[src/rtl/instr_sequencer.sv]
// Multi-cycle fetch/decode/execute controller for the 16-bit single-bus CPU.
// Owns PC, IR and the retired-instruction counter; fetches over a req/ack
// port, turns the decoder control word into qualified strobes and resolves
// jumps/branches. All outputs come from registers or from state decode.
module instr_sequencer #(
    parameter int          PC_W    = 16,
    parameter logic [15:0] HALT_OP = 16'hFFFF
) (
    input  logic            clk,
    input  logic            rst,
    input  logic            start,
    output logic            imem_req,
    output logic [PC_W-1:0] imem_addr,
    input  logic            imem_ack,
    input  logic [15:0]     imem_rdata,
    output logic [15:0]     ir,
    input  logic [19:0]     ctl_in,
    input  logic            z_flag,
    input  logic            n_flag,
    input  logic [PC_W-1:0] ra_value,
    output logic            rw_en,
    output logic            dmem_we,
    input  logic            dmem_ack,
    output logic [PC_W-1:0] pc,
    output logic [15:0]     retired,
    output logic            halted
);

    typedef enum logic [2:0] {
        S_IDLE,
        S_FETCH,
        S_DECODE,
        S_EXEC,
        S_MEMWAIT,
        S_HALTED
    } state_t;

    state_t          state_q, state_d;
    logic [PC_W-1:0] pc_q, pc_d;
    logic [15:0]     ir_q, ir_d;
    logic [15:0]     retired_q, retired_d;
    logic            rw_en_q, rw_en_d;

    // Control-word fields consumed by the sequencer.
    logic ctl_rw, ctl_mw, ctl_pl, ctl_jb, ctl_bc;
    assign ctl_rw = ctl_in[4];
    assign ctl_mw = ctl_in[3];
    assign ctl_pl = ctl_in[2];
    assign ctl_jb = ctl_in[1];
    assign ctl_bc = ctl_in[0];

    // Upper control bits drive the datapath, not this block.
    logic ctl_unused;
    assign ctl_unused = ^ctl_in[19:5];

    // Branch offset: 6-bit two's complement split across IR fields.
    logic [5:0]      ad;
    logic [PC_W-1:0] br_off;
    logic [PC_W-1:0] pc_inc;
    logic            is_halt;
    logic            br_taken;

    assign ad       = {ir_q[8:6], ir_q[2:0]};
    assign br_off   = {{(PC_W-6){ad[5]}}, ad};
    assign pc_inc   = pc_q + PC_W'(1);
    assign is_halt  = (ir_q == HALT_OP);
    assign br_taken = ctl_bc ? n_flag : z_flag;

    // Next-state, PC/IR/counter updates and the registered write strobe.
    always_comb begin
        state_d   = state_q;
        pc_d      = pc_q;
        ir_d      = ir_q;
        retired_d = retired_q;
        rw_en_d   = 1'b0;
        case (state_q)
            S_IDLE, S_HALTED: begin
                if (start) begin
                    state_d = S_FETCH;
                end
            end
            S_FETCH: begin
                if (imem_ack) begin
                    ir_d    = imem_rdata;
                    state_d = S_DECODE;
                end
            end
            S_DECODE: begin
                // The strobe is armed here so that it is high for exactly
                // the EXEC cycle while remaining a plain register output.
                // Stores, control transfers and halt never write.
                rw_en_d = ctl_rw & ~ctl_mw & ~ctl_pl & ~is_halt;
                state_d = S_EXEC;
            end
            S_EXEC: begin
                if (is_halt) begin
                    pc_d      = pc_inc;
                    retired_d = retired_q + 16'd1;
                    state_d   = S_HALTED;
                end else if (ctl_mw) begin
                    // Store has priority over any PL bit; PC advances on ack.
                    state_d = S_MEMWAIT;
                end else begin
                    if (ctl_pl && ctl_jb) begin
                        pc_d = ra_value;
                    end else if (ctl_pl) begin
                        pc_d = br_taken ? (pc_q + br_off) : pc_inc;
                    end else begin
                        pc_d = pc_inc;
                    end
                    retired_d = retired_q + 16'd1;
                    state_d   = S_FETCH;
                end
            end
            S_MEMWAIT: begin
                if (dmem_ack) begin
                    pc_d      = pc_inc;
                    retired_d = retired_q + 16'd1;
                    state_d   = S_FETCH;
                end
            end
            default: begin
                state_d = S_IDLE;
            end
        endcase
    end

    // State register; reset wins over any in-flight request or ack.
    always_ff @(posedge clk) begin
        if (rst) begin
            state_q   <= S_IDLE;
            pc_q      <= '0;
            ir_q      <= '0;
            retired_q <= '0;
            rw_en_q   <= 1'b0;
        end else begin
            state_q   <= state_d;
            pc_q      <= pc_d;
            ir_q      <= ir_d;
            retired_q <= retired_d;
            rw_en_q   <= rw_en_d;
        end
    end

    assign imem_req  = (state_q == S_FETCH);
    assign imem_addr = pc_q;
    assign dmem_we   = (state_q == S_MEMWAIT);
    assign halted    = (state_q == S_HALTED);
    assign rw_en     = rw_en_q;
    assign ir        = ir_q;
    assign pc        = pc_q;
    assign retired   = retired_q;

endmodule

[config.mk]
export PLATFORM = sky130hd
export DESIGN_NAME = instr_sequencer
export DESIGN_NICKNAME = d
export VERILOG_FILES = /design/src/rtl/instr_sequencer.sv
export SDC_FILE = /design/constraint.sdc
export NUM_CORES = 1
export LEC_CHECK = 0
export CAP_MARGIN = 20
export CORE_MARGIN = 8
export CORE_UTILIZATION = 46
export CTS_CLUSTER_DIAMETER = 30
export DETAILED_ROUTE_END_ITERATION = 12
export GPL_TIMING_DRIVEN = 0
export PLACE_DENSITY = 0.86
export SLEW_MARGIN = 15
export SYNTH_ARGS = -nofsm -noshare
export SYNTH_HDL_FRONTEND = slang
export SYNTH_SLANG_ARGS = --single-unit
[constraint.sdc]
create_clock -name clk -period 2.9 [get_ports clk]
set_input_delay 0.58 -clock clk [delete_from_list [all_inputs] [get_ports clk]]
set_output_delay 0.58 -clock clk [all_outputs]
set_load 0.03 [all_outputs]
==> impl_metrics.yaml, run 1 <==
yosys:
  synth_fp_nets: 554
  synthFlopType: "dfxtp_1"
  synth_edf_count: 0
  ys_seq_elements: 52
  yosys_warnings: 0
  synth_cell_type_count: 54
  synth_seq_area_share: 0.2920
  syn-cell-area_sq_um: 3565
  syn_inst: 477
  yosysTopAreaCellShare: 0.2920
  post-synth-top-area-cell: "dfxtp_1"
  synthTopCellsByArea: "dfxtp_1, nand2_1, a21oi_1"
  avgSynthCellArea_sq_um: 7.473
  ys_async_sr_fraction: 0
clock_tree:
  holdBufCountCts: 0
  cts_made_buffers: 5
  clkSlewWorstSetupHoldPaths_ns: 0.10
  cts_tree: "done"
  root_buffer: "clkbuf_8"
  cts_max_level: 2
  cts_num_sinks: 52
  clock_latency_ns: 0.31
  clock_path_buffers: 2
timing:
  tightest_slew_ns: 0.7899
  max_freq_mhz: 354.3
  min_period_over_period: 0.9733
  clock_skew_ns: 0.002713
  final-setup-viol-count: 0
  maxSlewViolCount: 0
  fin_crit_ns: 2.823
  finalHoldViolations: 0
  relSlewSlack: 0.4679
global_route:
  grt_pass1_wl_um: 19610
  grt_max_degree: 17
  grt_usage: 0.2158
  antenna_found_initial: 0
  grt_overflow: 0
  grt_pass1_vias: 3944
worst_setup_path:
  criticalPathCategory: "reg -> reg"
  critPathSlowestCell: "fa_1"
  crit_family: "compound AO/OA/AOI/OAI gates"
  crit_arrival_ns: 3.01
  worst_setup_path_start_kind: "flip-flop"
  reg2reg_slack_ns: 0.08
  required_ns: 3.09
  worstPathCellList: "ha_1 -> fa_1 -> a211oi_2 -> o21ai_0 -> a31oi_2 -> xor2_1 -> o21ai_0 -> a221oi_1 -> nor2_1"
  crit_buf_inv: 0
  end_kind: "flip-flop"
  reg2reg_from: "imem_addr[0]$_SDFFE_PP0P_"
  crit_fanout: 8
  cp_common_cell: "o21ai_0"
  rr_worst_depth: 9
  reg2reg_to: "imem_addr[8]$_SDFFE_PP0P_"
  slowest_delay_ns: 0.45
routing:
  drt-met1-wl_um: 4788
  ant_nets: 0
  routed-wl-met3_um: 1347
  routedWlPerCell_um: 17.01
  wl_met2_um: 5432
  highest_layer: "met4"
  viasPerCell: 5.785
  routed_wl_um: 11870
  drt_first_pass_iters: 6
  drc_errors: 0
  drt_iter0_markers: 434
  vias: 4038
outcome:
  status: "finished clean"
floorplanning:
  rows: 32
  die_w_um: 104.0
  start_util: 0.4686
  fp.dieH_um: 104.0
  core_area_sq_um: 7607
  dieArea_sq_um: 10820
  pin_count: 127
cells_and_area:
  fill_cells: 664
  layout-drive-gt1-share: 0.07550
  final_cell_mix: "clkdlybuf4s50_1, nand2_1, dfxtp_1"
  layout_commonest_cell: "clkdlybuf4s50_1"
  synthToLayoutAreaGrowth_pct: 37.80
  layout.nets: 672
  fin_cells: 698
  regArea_sq_um: 1046
  design_area_sq_um: 4912
  antenna_cells: 0
  multi_input_area_sq_um: 2291
worst_hold_path:
  hold_end: "ir[5]$_SDFFE_PP0P_"
  min_from: "ir[5]$_SDFFE_PP0P_"
  holdPathStages: 2
  hold_class: "reg -> reg"
place:
  place_inst: 689
  dp_hpwl_um: 9243
  portBuffers: 110
  place_congestion: 0.9818
  placed_area_sq_um: 4793
power:
  finalPower_w: 0.001440
  power.density_nw_per_um2: 293.1
  peakVddDrop_mv: 0.2662
  p_leak_nw: 1.778
flow_run:
  cap_viol_max_count: 0
-- through the flow --
stage / hold slack, ns / utilization / setup WS, ns / TNS, ns
after floorplan: 0.5439 / - / 0.3775 / 0
after global placement: 0.4582 / 0.6301 / 0.01055 / 0
after detailed placement: 0.4693 / 0.6301 / -0.05631 / -0.2367
after CTS: 0.4826 / 0.6434 / 0.009886 / 0
after global routing: 0.5056 / 0.6457 / -0.01229 / -0.01354
final: 0.4825 / 0.6457 / 0.07739 / 0
-- worst register-to-register path: stages, from the launching register on --
cell	delay (ns)
dfxtp_1	0.42
ha_1	0.30
fa_1	0.45
a211oi_2	0.30
o21ai_0	0.20
a31oi_2	0.30
xor2_1	0.23
o21ai_0	0.13
a221oi_1	0.32
nor2_1	0.07
-- registers in the layout, summed over array words and instances, names as in the netlist --
register,count
imem_addr,16
ir,16
retired,16
state_q,3
rw_en,1
-- Yosys cell counts (all sizes together) (3+ instances only) --
cell	instances
a31oi	4
clkbuf	14
nor4	10
and2	3
mux2i	3
o21ai	35
nor3b	3
inv	8
a221oi	4
a22oi	3
a211oi	8
o22ai	4
nand2b	3
or3	5
a21oi	47
nand3	11
o21a	4
o32ai	3
and3	7
or2	3
xor2	18
o211ai	3
dfxtp	52
xnor2	14
nand4	10
ha	17
nor2	46
nor3	13
buf	23
nand2	75
-- per-layer routing --
layer / global-route usage / vias up
met1: 0.2606 / 1819
met2: 0.3474 / 246
li1: - / 1939
met4: 0.08583 / 0
met5: 0 / -
met3: 0.06815 / 34
-- worst max path at each step --
stage,to,startpoint,cells past startpoint,slack [ns]
3_5_place_dp,imem_addr[13]$_SDFFE_PP0P_,ir[8]$_SDFFE_PP0P_,7,-0.06
4_1_cts,imem_addr[8]$_SDFFE_PP0P_,imem_addr[0]$_SDFFE_PP0P_,9,0.01
6_report,imem_addr[8]$_SDFFE_PP0P_,imem_addr[0]$_SDFFE_PP0P_,9,0.08
3_3_place_gp,imem_addr[6]$_SDFFE_PP0P_,ctl_in[0],7,0.01
2_1_floorplan,imem_addr[8]$_SDFFE_PP0P_,imem_addr[0]$_SDFFE_PP0P_,9,0.38
5_1_grt,imem_addr[12]$_SDFFE_PP0P_,imem_addr[0]$_SDFFE_PP0P_,9,-0.01
-- cell families (layout without fill, tap and decap cells) --
| kind of cell | count (synthesis) | count (layout) | synth area share |
|---|---|---|---|
| buffers and inverters | 45 | 164 | 0.07020 |
| muxes | 4 | 4 | 0.01158 |
| AOI/OAI and AO/OA | 130 | 130 | 0.2229 |
| DFF | 52 | 52 | 0.2920 |
| and+or+nand+nor | 196 | 196 | 0.2594 |
| adders and majority gates | 18 | 18 | 0.06529 |
| xor gates and xnor gates | 32 | 32 | 0.07862 |
-- what timing repair did --
item	4_1_cts	5_1_grt
resized for setup	2	5
pin swaps	0	1
endpoints found under the setup margin	5	10
buffers inserted	0	1
-- layout make-up --
cell class	instances	share of cell area
clock inverter	2	0.003311
buffer	37	0.04483
inverter	8	0.006113
sequential	52	0.2129
timing repair buffer	111	0.2257
clock buffer	6	0.01477
multi-input combinational	380	0.4664
tap	102	0.02598
-- power breakdown --
group / total, W / internal, W / switching [W]
Clock: 0.000426 / 0.000172 / 0.000253
Combinational: 0.000268 / 0.000123 / 0.000146
Sequential: 0.000746 / 0.000727 / 0.0000184
Total: 0.00144 / 0.00102 / 0.000417
(Power assumes the default switching activity.)
==> run 2, diff against run 1 <==
--- a/config.mk
+++ b/config.mk
@@ -6,9 +6,9 @@
 export NUM_CORES = 1
 export LEC_CHECK = 0
 export CAP_MARGIN = 20
+export CORE_ASPECT_RATIO = 0.5
 export CORE_MARGIN = 8
 export CORE_UTILIZATION = 46
-export CTS_CLUSTER_DIAMETER = 30
 export DETAILED_ROUTE_END_ITERATION = 12
 export GPL_TIMING_DRIVEN = 0
 export PLACE_DENSITY = 0.86
==> constraint.sdc (replaced) <==
create_clock -name clk -period 3.1 [get_ports clk]
set_input_delay 0.62 -clock clk [delete_from_list [all_inputs] [get_ports clk]]
set_output_delay 0.62 -clock clk [all_outputs]
set_load 0.03 [all_outputs]
==> impl_metrics.yaml, run 2 (synthesis results as in run 1) <==
outcome:
  status: "finished clean"
flow_run:
  cap_viol_max_count: 0
worst_setup_path:
  slowest_delay_ns: 0.70
  reg2reg_slack_ns: 0.17
  end_kind: "flip-flop"
  criticalPathCategory: "reg -> reg"
  required_ns: 3.27
  worstPathCellList: "ha_1 -> a21oi_1 -> nand2_1 -> a31oi_1 -> a31oi_1 -> xor2_1 -> a2111oi_0 -> o41ai_2"
  critPathSlowestCell: "dfxtp_1"
  crit_family: "compound AO/OA/AOI/OAI gates"
  crit_arrival_ns: 3.10
  crit_fanout: 14
  crit_buf_inv: 0
  worst_setup_path_start_kind: "flip-flop"
  cp_common_cell: "a31oi_1"
place:
  portBuffers: 110
  dp_hpwl_um: 9166
  place_congestion: 0.9147
clock_tree:
  cts_max_level: 2
  clock_path_buffers: 2
  cts_num_sinks: 52
  cts_setup_buffers: 0
  cts_made_buffers: 5
  cts_tree: "done"
  clkSlewWorstSetupHoldPaths_ns: 0.07
  holdBufCountCts: 0
  clock_latency_ns: 0.30
  root_buffer: "clkbuf_16"
cells_and_area:
  synthToLayoutAreaGrowth_pct: 39.73
  antenna_cells: 0
  final_cell_mix: "clkdlybuf4s50_1, nand2_1, dfxtp_1"
  layout-drive-gt1-share: 0.07059
  layout.nets: 671
  layout_commonest_cell: "clkdlybuf4s50_1"
  final_util: 0.6702
timing:
  final-setup-viol-count: 0
  fin_crit_ns: 2.928
  hold-worst-slack_ns: 0.4769
  max_freq_mhz: 341.6
  relSlewSlack: 0.4135
  rsz0062_at_grt: "no"
  tightest_slew_ns: 0.8725
  finalHoldViolations: 0
  clock_skew_ns: 0.005703
  maxSlewViolCount: 0
  min_period_over_period: 0.9444
floorplanning:
  core_area_sq_um: 7432
  die_w_um: 140.5
  fp.dieH_um: 78.25
  dieArea_sq_um: 10990
  rows: 22
  start_util: 0.4796
  pin_count: 127
power:
  peakVddDrop_mv: 0.2293
  internal_power_w: 0.001221
  seqPwrFrac: 0.428
  p_leak_nw: 1.821
  p_sw_frac: 0.2500
  clkPwrFrac: 0.416
  p_comb_frac: 0.157
  power.density_nw_per_um2: 327.0
  switchingPower_w: 0.0004072
routing:
  ant_nets: 0
  drc_errors: 0
  routedWlPerCell_um: 17.44
  drt_first_pass_iters: 5
  vias: 4089
  drt_iter0_markers: 518
  viasPerCell: 5.918
  routed_wl_um: 12050
global_route:
  grt_pass1_vias: 3849
  grt_pass1_wl_um: 19280
  grt_usage: 0.2140
  grt_max_degree: 16
  antenna_found_initial: 0
  grt_overflow: 0
worst_hold_path:
  hold_class: "reg -> reg"
==> run 2: cell count changes in the layout (fill, tap and decap cells not counted), sizes merged <==
cell / delta
buf: -1
bufinv: +1
clkbuf: +1
clkinv: -1
clkinvlp: -1
==> run 2: path summary, 6_finish.rpt <==
check,start,to,cells after the start
setup reg to reg,ir[8]$_SDFFE_PP0P_,imem_addr[13]$_SDFFE_PP0P_,8
hold / removal,ir[4]$_SDFFE_PP0P_,ir[4]$_SDFFE_PP0P_,2
hold reg to reg,ir[4]$_SDFFE_PP0P_,ir[4]$_SDFFE_PP0P_,2
setup / recovery,ir[8]$_SDFFE_PP0P_,imem_addr[13]$_SDFFE_PP0P_,8
==> run 2: what timing repair did <==
item / in CTS / in global routing
endpoints found under the setup margin: 2 / 1
gates resized for setup: 1 / 1
endpoints found under the hold margin: 0 / 0
==> run 2: final cells by class <==
cell class / count / area (sq um)
multi-input combinational: 380 / 2286
buffer: 37 / 220.2
inverter: 8 / 30.03
clock inverter: 1 / 30.03
timing repair buffer: 110 / 1101
clock buffer: 7 / 152.6
sequential: 52 / 1041
tap: 96 / 120.1
fill: 648 / 2451
==> run 2: per-layer routing <==
metal	GRT usage	share of wire	vias to the layer above
met5	0	0	-
met4	0.06170	0.015	0
met3	0.05673	0.11	24
met2	0.3620	0.47	233
met1	0.2656	0.40	1892
li1	-	-	1940
==> run 2: power groups by stage <==
stage / clock (W) / combinational (W) / sequential [W]
2_1_floorplan: 0 / 0.000108 / 0.000730
3_3_place_gp: 0 / 0.000244 / 0.000711
3_5_place_dp: 0 / 0.000249 / 0.000712
4_1_cts: 0.000686 / 0.000251 / 0.000697
5_1_grt: 0.000713 / 0.000273 / 0.000698
6_report: 0.000677 / 0.000255 / 0.000697
==> run 2: metrics by stage <==
| stage | total power, W | setup TNS [ns] | setup WS (ns) | std cells | instance area (sq um) |
|---|---|---|---|---|---|
| after CTS | 0.001634 | 0 | 0.2463 | 691 | 4975 |
| after detailed placement | 0.0009606 | -0.06038 | -0.03422 | 683 | 4786 |
| after global routing | 0.001684 | 0 | 0.05117 | 691 | 4981 |
| after floorplan | 0.0008384 | 0 | 0.5775 | 477 | 3565 |
| final | 0.001629 | 0 | 0.1725 | 691 | 4981 |
| after global placement | 0.0009555 | 0 | 0.1246 | 683 | 4786 |
==> run 2: worst register-to-register path: cells and delay by family (launching register included) <==
kind                     cells  cell delay (ns)
AO/OA/AOI/OAI                5             1.39
XOR/XNOR                     1             0.19
adder cells (fa/ha/maj)      1             0.44
flip-flops                   1             0.70
AND/OR/NAND/NOR              1             0.10
==> run 3, diff against run 2 <==
--- a/config.mk
+++ b/config.mk
@@ -8,10 +8,10 @@
 export CAP_MARGIN = 20
 export CORE_ASPECT_RATIO = 0.5
 export CORE_MARGIN = 8
-export CORE_UTILIZATION = 46
+export CORE_UTILIZATION = 37
 export DETAILED_ROUTE_END_ITERATION = 12
 export GPL_TIMING_DRIVEN = 0
-export PLACE_DENSITY = 0.86
+export PLACE_DENSITY = 0.72
 export SLEW_MARGIN = 15
 export SYNTH_ARGS = -nofsm -noshare
 export SYNTH_HDL_FRONTEND = slang
==> impl_metrics.yaml, run 3 (synthesis results as in run 1) <==
floorplanning:
  pin_count: 127
  core_area_sq_um: 9415
  fp.dieH_um: 85.41
  dieArea_sq_um: 13220
  rows: 25
  die_w_um: 154.8
  start_util: 0.3786
clock_tree:
  cts_tree: "done"
  holdBufCountCts: 0
  clkSlewWorstSetupHoldPaths_ns: 0.07
  cts_num_sinks: 52
  clock_path_buffers: 2
  root_buffer: "clkbuf_16"
  cts_max_level: 2
  clock_latency_ns: 0.30
  cts_made_buffers: 5
worst_setup_path:
  worst_setup_path_start_kind: "flip-flop"
  criticalPathCategory: "reg -> reg"
  required_ns: 3.27
  crit_fanout: 8
  end_kind: "flip-flop"
  crit_arrival_ns: 2.99
timing:
  final-setup-viol-count: 0
  hold-worst-slack_ns: 0.4736
  clock_skew_ns: 0.005226
  min_period_over_period: 0.9098
  relSlewSlack: 0.4549
  maxSlewViolCount: 0
  tightest_slew_ns: 0.8091
  setup_ws_ns: 0.2796
  max_freq_mhz: 354.6
  finalHoldViolations: 0
  fin_crit_ns: 2.820
  rsz0062_at_grt: "no"
  tns_ns: 0
global_route:
  grt_pass1_vias: 3804
  grt_overflow: 0
  grt_usage: 0.1816
  antenna_found_initial: 0
  grt_pass1_wl_um: 19580
  grt_max_degree: 16
routing:
  routed-wl-met3_um: 1084
  drt_first_pass_iters: 5
  highest_layer: "met4"
  drt-met1-wl_um: 5373
  routedWlPerCell_um: 16.47
  ant_nets: 0
  drt_iter0_markers: 308
  wl_met2_um: 5432
  vias: 3932
  drc_errors: 0
  viasPerCell: 5.379
  routed_wl_um: 12040
cells_and_area:
  synthToLayoutAreaGrowth_pct: 40.75
  layout.nets: 672
  layout_commonest_cell: "clkdlybuf4s50_1"
  layout-drive-gt1-share: 0.07047
  antenna_cells: 0
  final_cell_mix: "clkdlybuf4s50_1, nand2_1, dfxtp_1"
  fill_cells: 905
place:
  portBuffers: 110
  dp_hpwl_um: 9293
  place_congestion: 0.9143
  detailedPlace.worstSlack_ns: 0.1941
power:
  seqPwrFrac: 0.438
  switchingPower_w: 0.0004167
  p_comb_frac: 0.158
  p_leak_nw: 1.816
  internal_power_w: 0.001176
  peakVddDrop_mv: 0.2209
  clkPwrFrac: 0.405
  p_sw_frac: 0.2615
  finalPower_w: 0.001593
  power.density_nw_per_um2: 317.5
worst_hold_path:
  hold_class: "reg -> reg"
outcome:
  status: "finished clean"
flow_run:
  cap_viol_max_count: 0
-- run 3: cell types whose count changed in the layout (fill, tap and decap cells not counted) --
| cell | before | now |
|---|---|---|
| clkbuf_8 | 2 | 0 |
| clkbuf_1 | 14 | 15 |
| clkdlybuf4s15_2 | 0 | 1 |
| clkinv_2 | 0 | 1 |
| dfxtp_1 | 52 | 51 |
| dfxtp_2 | 0 | 1 |
| nor4_1 | 9 | 10 |
| nor4_2 | 1 | 0 |
-- run 3: final cells by class --
class	instances	area, sq um	share of cell area
Clock inverter	2	35.03	0.006983
Multi-Input combinational cell	380	2280	0.4544
Buffer	37	220.2	0.04389
Clock buffer	6	128.9	0.02569
Sequential cell	52	1042	0.2077
Inverter	8	30.03	0.005985
Timing Repair Buffer	111	1112	0.2217
Tap cell	135	168.9	0.03367
-- run 3: metal layers --
metal / track usage / up-vias
met1: 0.2370 / 1823
li1: - / 1940
met4: 0.04678 / 0
met5: 0 / -
met3: 0.04815 / 12
met2: 0.2915 / 157
-- run 3: critical path, cell delays in order (launching register included) --
cell and delay (ns):
dfxtp_1 0.40, ha_1 0.29, fa_1 0.44, a211oi_1 0.31, o21ai_0 0.20, a31oi_2 0.34, xor2_1 0.17, o21ai_0 0.10
a221oi_1 0.39, nor2_1 0.07
-- run 3: through the flow --
| step | area [sq um] | cells | utilization |
|---|---|---|---|
| finish | 5017 | 731 | 0.5329 |
| global route | 5017 | 731 | 0.5329 |
| floorplan | 3565 | 477 | - |
| CTS | 5010 | 731 | 0.5321 |
| detailed placement | 4846 | 723 | 0.5147 |
| global placement | 4835 | 722 | 0.5135 |
-- run 3: timing repair --
action | in CTS | in global routing
gates resized for setup | 0 | 2
setup buffers | 0 | 0
setup endpoints to repair | 0 | 2
-- run 3: worst paths after layout --
check                                                from                         to  slack, ns  cells after the start
worst min register to register         ir[5]$_SDFFE_PP0P_         ir[5]$_SDFFE_PP0P_       0.47                      2
worst max-delay path            imem_addr[0]$_SDFFE_PP0P_  imem_addr[8]$_SDFFE_PP0P_       0.28                      9
worst min-delay path                   ir[5]$_SDFFE_PP0P_         ir[5]$_SDFFE_PP0P_       0.47                      2
worst max register to register  imem_addr[0]$_SDFFE_PP0P_  imem_addr[8]$_SDFFE_PP0P_       0.28                      9
-- run 3: power by group through the flow --
stage                     registers (W)  logic (W)  clock network [W]
after detailed placement       0.000713   0.000248                  0
after CTS                      0.000697   0.000249           0.000659
after global placement         0.000712   0.000246                  0
after floorplan                0.000730   0.000108                  0
after global routing           0.000700   0.000272           0.000683
final                          0.000697   0.000251           0.000645
